[src/rtl/rv_isa_pkg.sv]
// Shared RV32I opcode constants and encoder state type.
// The opcode constants are also consumed by the CPU decode path.
package rv_isa_pkg;

  localparam logic [6:0] I_ALU = 7'b0010011;
  localparam logic [6:0] I_LW  = 7'b0000011;
  localparam logic [6:0] S     = 7'b0100011;
  localparam logic [6:0] SB    = 7'b1100011;
  localparam logic [6:0] R     = 7'b0110011;

  // addi x0,x0,0 -- written in place of any unsupported instruction
  localparam logic [31:0] NOP_INSTR = 32'h0000_0013;

  typedef enum logic [1:0] {
    ST_IDLE = 2'd0,
    ST_LOAD = 2'd1,
    ST_DONE = 2'd2
  } enc_state_e;

endpackage

[src/rtl/instr_pack.sv]
// Combinational packer: decoded fields + decoder-ordered imm -> RV32I word.
// Unknown opcodes yield a NOP and raise unsup_o.
module instr_pack
  import rv_isa_pkg::*;
(
  input  logic [6:0]  opcode_i,
  input  logic [4:0]  rd_i,
  input  logic [4:0]  rs1_i,
  input  logic [4:0]  rs2_i,
  input  logic [2:0]  funct3_i,
  input  logic [6:0]  funct7_i,
  input  logic [11:0] imm_i,
  output logic [31:0] word_o,
  output logic        unsup_o
);

  // Select the bit layout by format; fields a format does not use are dropped.
  always_comb begin
    word_o  = NOP_INSTR;
    unsup_o = 1'b0;
    case (opcode_i)
      I_ALU, I_LW: word_o = {imm_i, rs1_i, funct3_i, rd_i, opcode_i};
      S:           word_o = {imm_i[11:5], rs2_i, rs1_i, funct3_i, imm_i[4:0], opcode_i};
      // imm_i[11:0] here is the decoder's {b12, b11, b10:5, b4:1}
      SB:          word_o = {imm_i[11], imm_i[9:4], rs2_i, rs1_i, funct3_i,
                             imm_i[3:0], imm_i[10], opcode_i};
      R:           word_o = {funct7_i, rs2_i, rs1_i, funct3_i, rd_i, opcode_i};
      default: begin
        word_o  = NOP_INSTR;
        unsup_o = 1'b1;
      end
    endcase
  end

endmodule

[src/rtl/instr_encoder.sv]
// Program-load block: accepts field sets over valid/ready, packs them into
// RV32I words and writes them sequentially to the instruction memory port.
module instr_encoder
  import rv_isa_pkg::*;
#(
  parameter int unsigned        ADDR_W    = 32,
  parameter logic [ADDR_W-1:0]  BASE_ADDR = '0,
  parameter int unsigned        DEPTH     = 256,
  localparam int unsigned       CNT_W     = $clog2(DEPTH) + 1
) (
  input  logic              clk_i,
  input  logic              rst_i,
  input  logic              start_i,
  input  logic              in_valid_i,
  output logic              in_ready_o,
  input  logic              last_i,
  input  logic [6:0]        opcode_i,
  input  logic [4:0]        rd_i,
  input  logic [4:0]        rs1_i,
  input  logic [4:0]        rs2_i,
  input  logic [2:0]        funct3_i,
  input  logic [6:0]        funct7_i,
  input  logic [11:0]       imm_i,
  output logic              mem_we_o,
  output logic [ADDR_W-1:0] mem_addr_o,
  output logic [31:0]       mem_data_o,
  output logic [CNT_W-1:0]  count_o,
  output logic              done_o,
  output logic              err_o
);

  enc_state_e        state_q, state_d;
  logic [ADDR_W-1:0] addr_q, addr_d;       // address of the next word to write
  logic [CNT_W-1:0]  count_q, count_d;
  logic              we_q, we_d;
  logic [ADDR_W-1:0] maddr_q, maddr_d;
  logic [31:0]       mdata_q, mdata_d;
  logic              done_q, done_d;
  logic              err_q, err_d;

  logic [31:0]       word;
  logic              unsup;
  logic              accept, start_ok, final_beat;
  logic [CNT_W-1:0]  count_inc;

  instr_pack u_pack (
    .opcode_i (opcode_i),
    .rd_i     (rd_i),
    .rs1_i    (rs1_i),
    .rs2_i    (rs2_i),
    .funct3_i (funct3_i),
    .funct7_i (funct7_i),
    .imm_i    (imm_i),
    .word_o   (word),
    .unsup_o  (unsup)
  );

  // start is only honoured outside LOAD; an accept only happens inside LOAD
  assign accept     = in_valid_i & in_ready_o;
  assign start_ok   = start_i & (state_q != ST_LOAD);
  assign count_inc  = count_q + 1'b1;
  assign final_beat = last_i | (count_inc == CNT_W'(DEPTH));

  // State register
  always_ff @(posedge clk_i or negedge rst_i) begin
    if (!rst_i) state_q <= ST_IDLE;
    else        state_q <= state_d;
  end

  // Next-state logic
  always_comb begin
    state_d = state_q;
    case (state_q)
      ST_IDLE: if (start_i)               state_d = ST_LOAD;
      ST_LOAD: if (accept && final_beat)  state_d = ST_DONE;
      ST_DONE: if (start_i)               state_d = ST_LOAD;
      default:                            state_d = ST_IDLE;
    endcase
  end

  // FSM outputs: ready purely from state so it drops right after the final accept
  always_comb begin
    in_ready_o = (state_q == ST_LOAD);
  end

  // Datapath next-state: session init on start, one write per accepted beat
  always_comb begin
    addr_d  = addr_q;
    count_d = count_q;
    we_d    = 1'b0;
    maddr_d = maddr_q;
    mdata_d = mdata_q;
    done_d  = done_q;
    err_d   = err_q;
    if (start_ok) begin
      addr_d  = BASE_ADDR;
      count_d = '0;
      done_d  = 1'b0;
      err_d   = 1'b0;
    end else if (accept) begin
      we_d    = 1'b1;
      maddr_d = addr_q;
      mdata_d = word;
      addr_d  = addr_q + ADDR_W'(4);
      count_d = count_inc;
      err_d   = err_q | unsup;
      done_d  = final_beat;
    end
  end

  // Datapath and output registers; reset drops any in-flight write at once
  always_ff @(posedge clk_i or negedge rst_i) begin
    if (!rst_i) begin
      addr_q  <= '0;
      count_q <= '0;
      we_q    <= 1'b0;
      maddr_q <= '0;
      mdata_q <= '0;
      done_q  <= 1'b0;
      err_q   <= 1'b0;
    end else begin
      addr_q  <= addr_d;
      count_q <= count_d;
      we_q    <= we_d;
      maddr_q <= maddr_d;
      mdata_q <= mdata_d;
      done_q  <= done_d;
      err_q   <= err_d;
    end
  end

  assign mem_we_o   = we_q;
  assign mem_addr_o = maddr_q;
  assign mem_data_o = mdata_q;
  assign count_o    = count_q;
  assign done_o     = done_q;
  assign err_o      = err_q;

endmodule
[config.mk]
export PLATFORM = sky130hd
export DESIGN_NAME = instr_encoder
export DESIGN_NICKNAME = d
export VERILOG_FILES = /design/src/rtl/rv_isa_pkg.sv /design/src/rtl/instr_pack.sv /design/src/rtl/instr_encoder.sv
export SDC_FILE = /design/constraint.sdc
export NUM_CORES = 1
export LEC_CHECK = 0
export CAP_MARGIN = 15
export CORE_AREA = 8 8 108 110
export CTS_CLUSTER_DIAMETER = 80
export CTS_CLUSTER_SIZE = 20
export DETAILED_ROUTE_END_ITERATION = 12
export DIE_AREA = 0 0 116 118
export GPL_TIMING_DRIVEN = 0
export PLACE_DENSITY = 0.84
export SKIP_CTS_REPAIR_TIMING = 1
export SLEW_MARGIN = 20
export SYNTH_ARGS = -nofsm -noshare
export SYNTH_HDL_FRONTEND = slang
export SYNTH_HIERARCHICAL = 1
export SYNTH_SLANG_ARGS = --single-unit
export TNS_END_PERCENT = 5
[constraint.sdc]
create_clock -name clk_i -period 6 [get_ports clk_i]
set_input_delay 0.6 -clock clk_i [delete_from_list [all_inputs] [get_ports clk_i]]
set_output_delay 0.6 -clock clk_i [all_outputs]
set_load 0.02 [all_outputs]
==> flow_summary.rst <==
.. list-table::
   :header-rows: 1

   * - Metric
     - Value
   * - R2r setup slk
     - 3.74 ns
   * - Met2 Track Usage GR
     - 31.3%
   * - Number of failing setup endpoints in the final timing report
     - 0
   * - Worst vdd rail ir drop
     - 0.142 mV
   * - Adder and majority cell fraction of the synthesized area
     - 0.722%
   * - Diodes inserted
     - 0
   * - Routed via count
     - 4,634
   * - Area of the core
     - 10000 sq um
   * - Fraction of final layout cells sized beyond drive strength 1
     - 6.36%
   * - Count of pins on the block boundary
     - 126
   * - Total track usage
     - 20.4%
   * - Path class of the lowest-slack min-delay path
     - primary input to async pin
   * - P&R area growth vs syn
     - 31.3%
   * - Type of the worst setup path
     - flip-flop to output pin
   * - Count of different cell masters after synthesis
     - 56
   * - Initial antenna violation count
     - 0
   * - Global route hottest layer
     - met2
   * - Final worst-path cycle share
     - 39.3%
   * - Total net switching power
     - 0.626 mW
   * - CTS root buf
     - sky130_fd_sc_hd__clkbuf_8
   * - First-pass GRT wire length
     - 22.5 mm
   * - Met1 Usage GRT
     - 27.0%
   * - Count of non-filler cells in the finished layout
     - 875
   * - Power density over the cells
     - 260 nW/um^2
   * - Worst clock skew on the final layout
     - 0.0134 ns
   * - Overall power consumption
     - 1.77 mW
   * - Reg2Reg Depth
     - 7
   * - Drt first pass iters
     - 5
   * - Weighted congestion reported at the end of routability-driven placement
     - 0.852
   * - Die Area
     - 13,700 sq um
   * - Reported leakage power
     - 3.18 nW
   * - Max clock buf depth
     - 2
   * - Post-detailed-route via-to-cell ratio
     - 5.30
   * - Initial detailed-routing violation count
     - 256
   * - Final routed wire length divided by cell count
     - 15.5 um
   * - Initial Utilization
     - 52.0%
   * - Critical Path Sink Type
     - output pin
   * - Worst r2r dst
     - done_o
   * - Count of standard-cell rows
     - 37
   * - Crit path max fanout
     - 4
   * - Setup repair after global routing missed its margin
     - no
   * - Most frequent standard cell in the layout excluding fill and tap cells
     - sky130_fd_sc_hd__nand2_1
   * - Commonest cells after routing, fill and taps aside
     - 209 x sky130_fd_sc_hd__nand2_1, 121 x sky130_fd_sc_hd__clkdlybuf4s50_1, 106 x sky130_fd_sc_hd__dfrtp_1
   * - Detail Route Antenna Nets
     - 0
   * - Post-synth top area share
     - 51.0%
   * - Part of the power in the clock network
     - 24.3%
   * - Final min period
     - 2.36 ns
   * - Post-synthesis xor/xnor area fraction
     - 4.38%
   * - Global-route congestion overflow total
     - 0
   * - Placement Cell Area
     - 6630 sq um
   * - Maximum clock rate
     - 424 MHz
   * - Number of inserted filler cells in the final layout
     - 812
   * - Total of flip-flops plus latches after synthesis
     - 106
   * - Sequential share of the synthesized area
     - 51.0%
   * - Width of the die
     - 116 um
   * - Synth warnings
     - 6
   * - Largest net degree at the start of global routing
     - 57
   * - Worst setup path start
     - state_q[0]
   * - Sw Share
     - 35.3%
   * - Clock tree from TritonCTS
     - yes
   * - CP Data Required Time
     - 5.40 ns
   * - Slack of the critical path
     - 3.64 ns
   * - Post-Syn Area per Cell
     - 8.71 sq um
   * - Leading cell types by total area after synthesis
     - sky130_fd_sc_hd__dfrtp_1 51%, sky130_fd_sc_hd__nand2_1 15%, sky130_fd_sc_hd__nor2_1 3.3%
   * - Mux share of post-synthesis cell area
     - 0%
   * - Number of port buffers
     - 122
   * - Post-Place Setup Slack
     - 3.40 ns
   * - Sinks on the clock net
     - 106
   * - Post-route cell area
     - 6830 sq um
   * - Skew-Pair Late Insertion Delay
     - 0.37 ns
   * - Total Routed Length
     - 13.5 mm
   * - Share of synthesized flip-flops with an asynchronous set or reset
     - 100%
   * - Maxcap violations
     - 0
   * - TritonCTS buffer count
     - 9
   * - Routing usage on met3
     - 4.46%
   * - Height of the die
     - 118 um
   * - Result of the run
     - finished clean
   * - Synthesized-area fraction occupied by ao, oa, aoi and oai cells
     - 9.29%
   * - Post-placement cell count
     - 859
   * - Count of mapped cells out of synthesis
     - 597
   * - Internal Power
     - 1.15 mW
   * - Number of global-route vias before repair
     - 4,541
   * - Hold Fails Final Rpt
     - 0
   * - Clock Pin Slew Worst Setup and Hold Paths
     - 0.11 ns
   * - Net count, final
     - 786
   * - Biggest area consumer among synthesized cells
     - sky130_fd_sc_hd__dfrtp_1
   * - Crit path DAT
     - 1.76 ns
   * - Share of power burned in registers
     - 46.4%
   * - Main synth FF type
     - sky130_fd_sc_hd__dfrtp_1
   * - EDFF count, synth
     - 0
   * - Tightest Pin Transition
     - 0.774 ns
   * - Dominant combinational cell family by area after synthesis
     - simple AND/OR/NAND/NOR gates
   * - Setup crit start kind
     - flip-flop
   * - Simple logic cell fraction of the synthesized area
     - 30.3%
   * - Mapped cell area
     - 5200 sq um
   * - Max-Slew Margin vs Limit
     - 47.1%
   * - Drc violations
     - 0
   * - Pins over their slew limit
     - 0
   * - Max H-tree Level
     - 3
   * - Total Neg Setup Slack
     - 0 ns
   * - R2r startpoint
     - count_o[0]
   * - Detailed Place HPWL
     - 10.3 mm
   * - Share of total power in combinational logic
     - 29.3%
[cells by family (layout without fill, tap and decap cells)]
logic type	after synthesis	after routing
XOR/XNOR	26	26
other	3	6
AO/OA/AOI/OAI	73	73
flip-flops	106	106
AND/OR/NAND/NOR	341	341
adder cells (fa/ha/maj)	3	3
buffers and inverters	45	184
[power by group through the flow]
stage | Sequential [mW] | Clock, mW | Combinational, mW
CTS | 0.823 | 0.439 | 0.525
finish | 0.823 | 0.430 | 0.520
detailed placement | 0.837 | 0 | 0.523
global placement | 0.834 | 0 | 0.508
global route | 0.832 | 0.473 | 0.571
floorplan | 0.890 | 0 | 0.223
[synth_stat cells, types with 5 or more instances]
cell / n
sky130_fd_sc_hd__a32oi_1: 5
sky130_fd_sc_hd__a21oi_1: 17
sky130_fd_sc_hd__buf_4: 10
sky130_fd_sc_hd__o21ai_0: 17
sky130_fd_sc_hd__clkbuf_1: 22
sky130_fd_sc_hd__a22oi_1: 6
sky130_fd_sc_hd__xnor2_1: 8
sky130_fd_sc_hd__dfrtp_1: 106
sky130_fd_sc_hd__nor2b_1: 9
sky130_fd_sc_hd__nand4_1: 15
sky130_fd_sc_hd__nand2_1: 209
sky130_fd_sc_hd__o22ai_1: 6
sky130_fd_sc_hd__xor2_1: 18
sky130_fd_sc_hd__nor2_1: 46
sky130_fd_sc_hd__inv_1: 7
sky130_fd_sc_hd__and2_1: 9
sky130_fd_sc_hd__nand3_1: 14
[critical path, cell delays in order, from the launching register on]
cell and delay [ns]:
sky130_fd_sc_hd__dfrtp_1 0.41, sky130_fd_sc_hd__nor2b_1 0.31, sky130_fd_sc_hd__clkdlybuf4s50_1 0.67
[routing by layer]
layer  vias to the layer above  routed length, um  part of all wire, %
met4                         0                371                  2.7
met3                        24                850                  6.3
met2                       141               6450                   48
met1                      2227               5860                   43
li1                       2242                  -                    -
met5                         -                  0                    0
[layout make-up]
type | count | area [sq um] | share of cell area (%)
Tap cell | 136 | 170 | 2.49
Buffer | 38 | 186 | 2.73
Sequential cell | 106 | 2650 | 38.8
Clock buffer | 10 | 138 | 2.02
Inverter | 7 | 26.3 | 0.385
Multi-Input combinational cell | 449 | 2350 | 34.4
Clock inverter | 6 | 58.8 | 0.861
Timing Repair Buffer | 123 | 1250 | 18.3
[how the worst max path moves through the flow]
stage	end	slack (ns)
2_1_floorplan	done_o	3.88
3_3_place_gp	mem_addr_o[26]	0.50
3_5_place_dp	addr_q[17]	3.40
4_1_cts	in_ready_o	3.64
5_1_grt	in_ready_o	3.56
6_report	in_ready_o	3.64
[state kept, by name (all words and copies together), names as in the netlist]
name	flops
mem_addr_o	30
done_o	1
mem_we_o	1
addr_q	30
err_o	1
mem_data_o	32
state_q	2
count_o	9
[metrics by stage]
step / hold WS (ns) / utilization (%)
after detailed placement: 0.462 / 66.3
after floorplan: 0.304 / -
after global routing: 0.163 / 68.3
final: 0.150 / 68.3
after CTS: 0.165 / 68.3
after global placement: 0.458 / 66.0
Note: power is estimated with default switching activity, not from simulation.
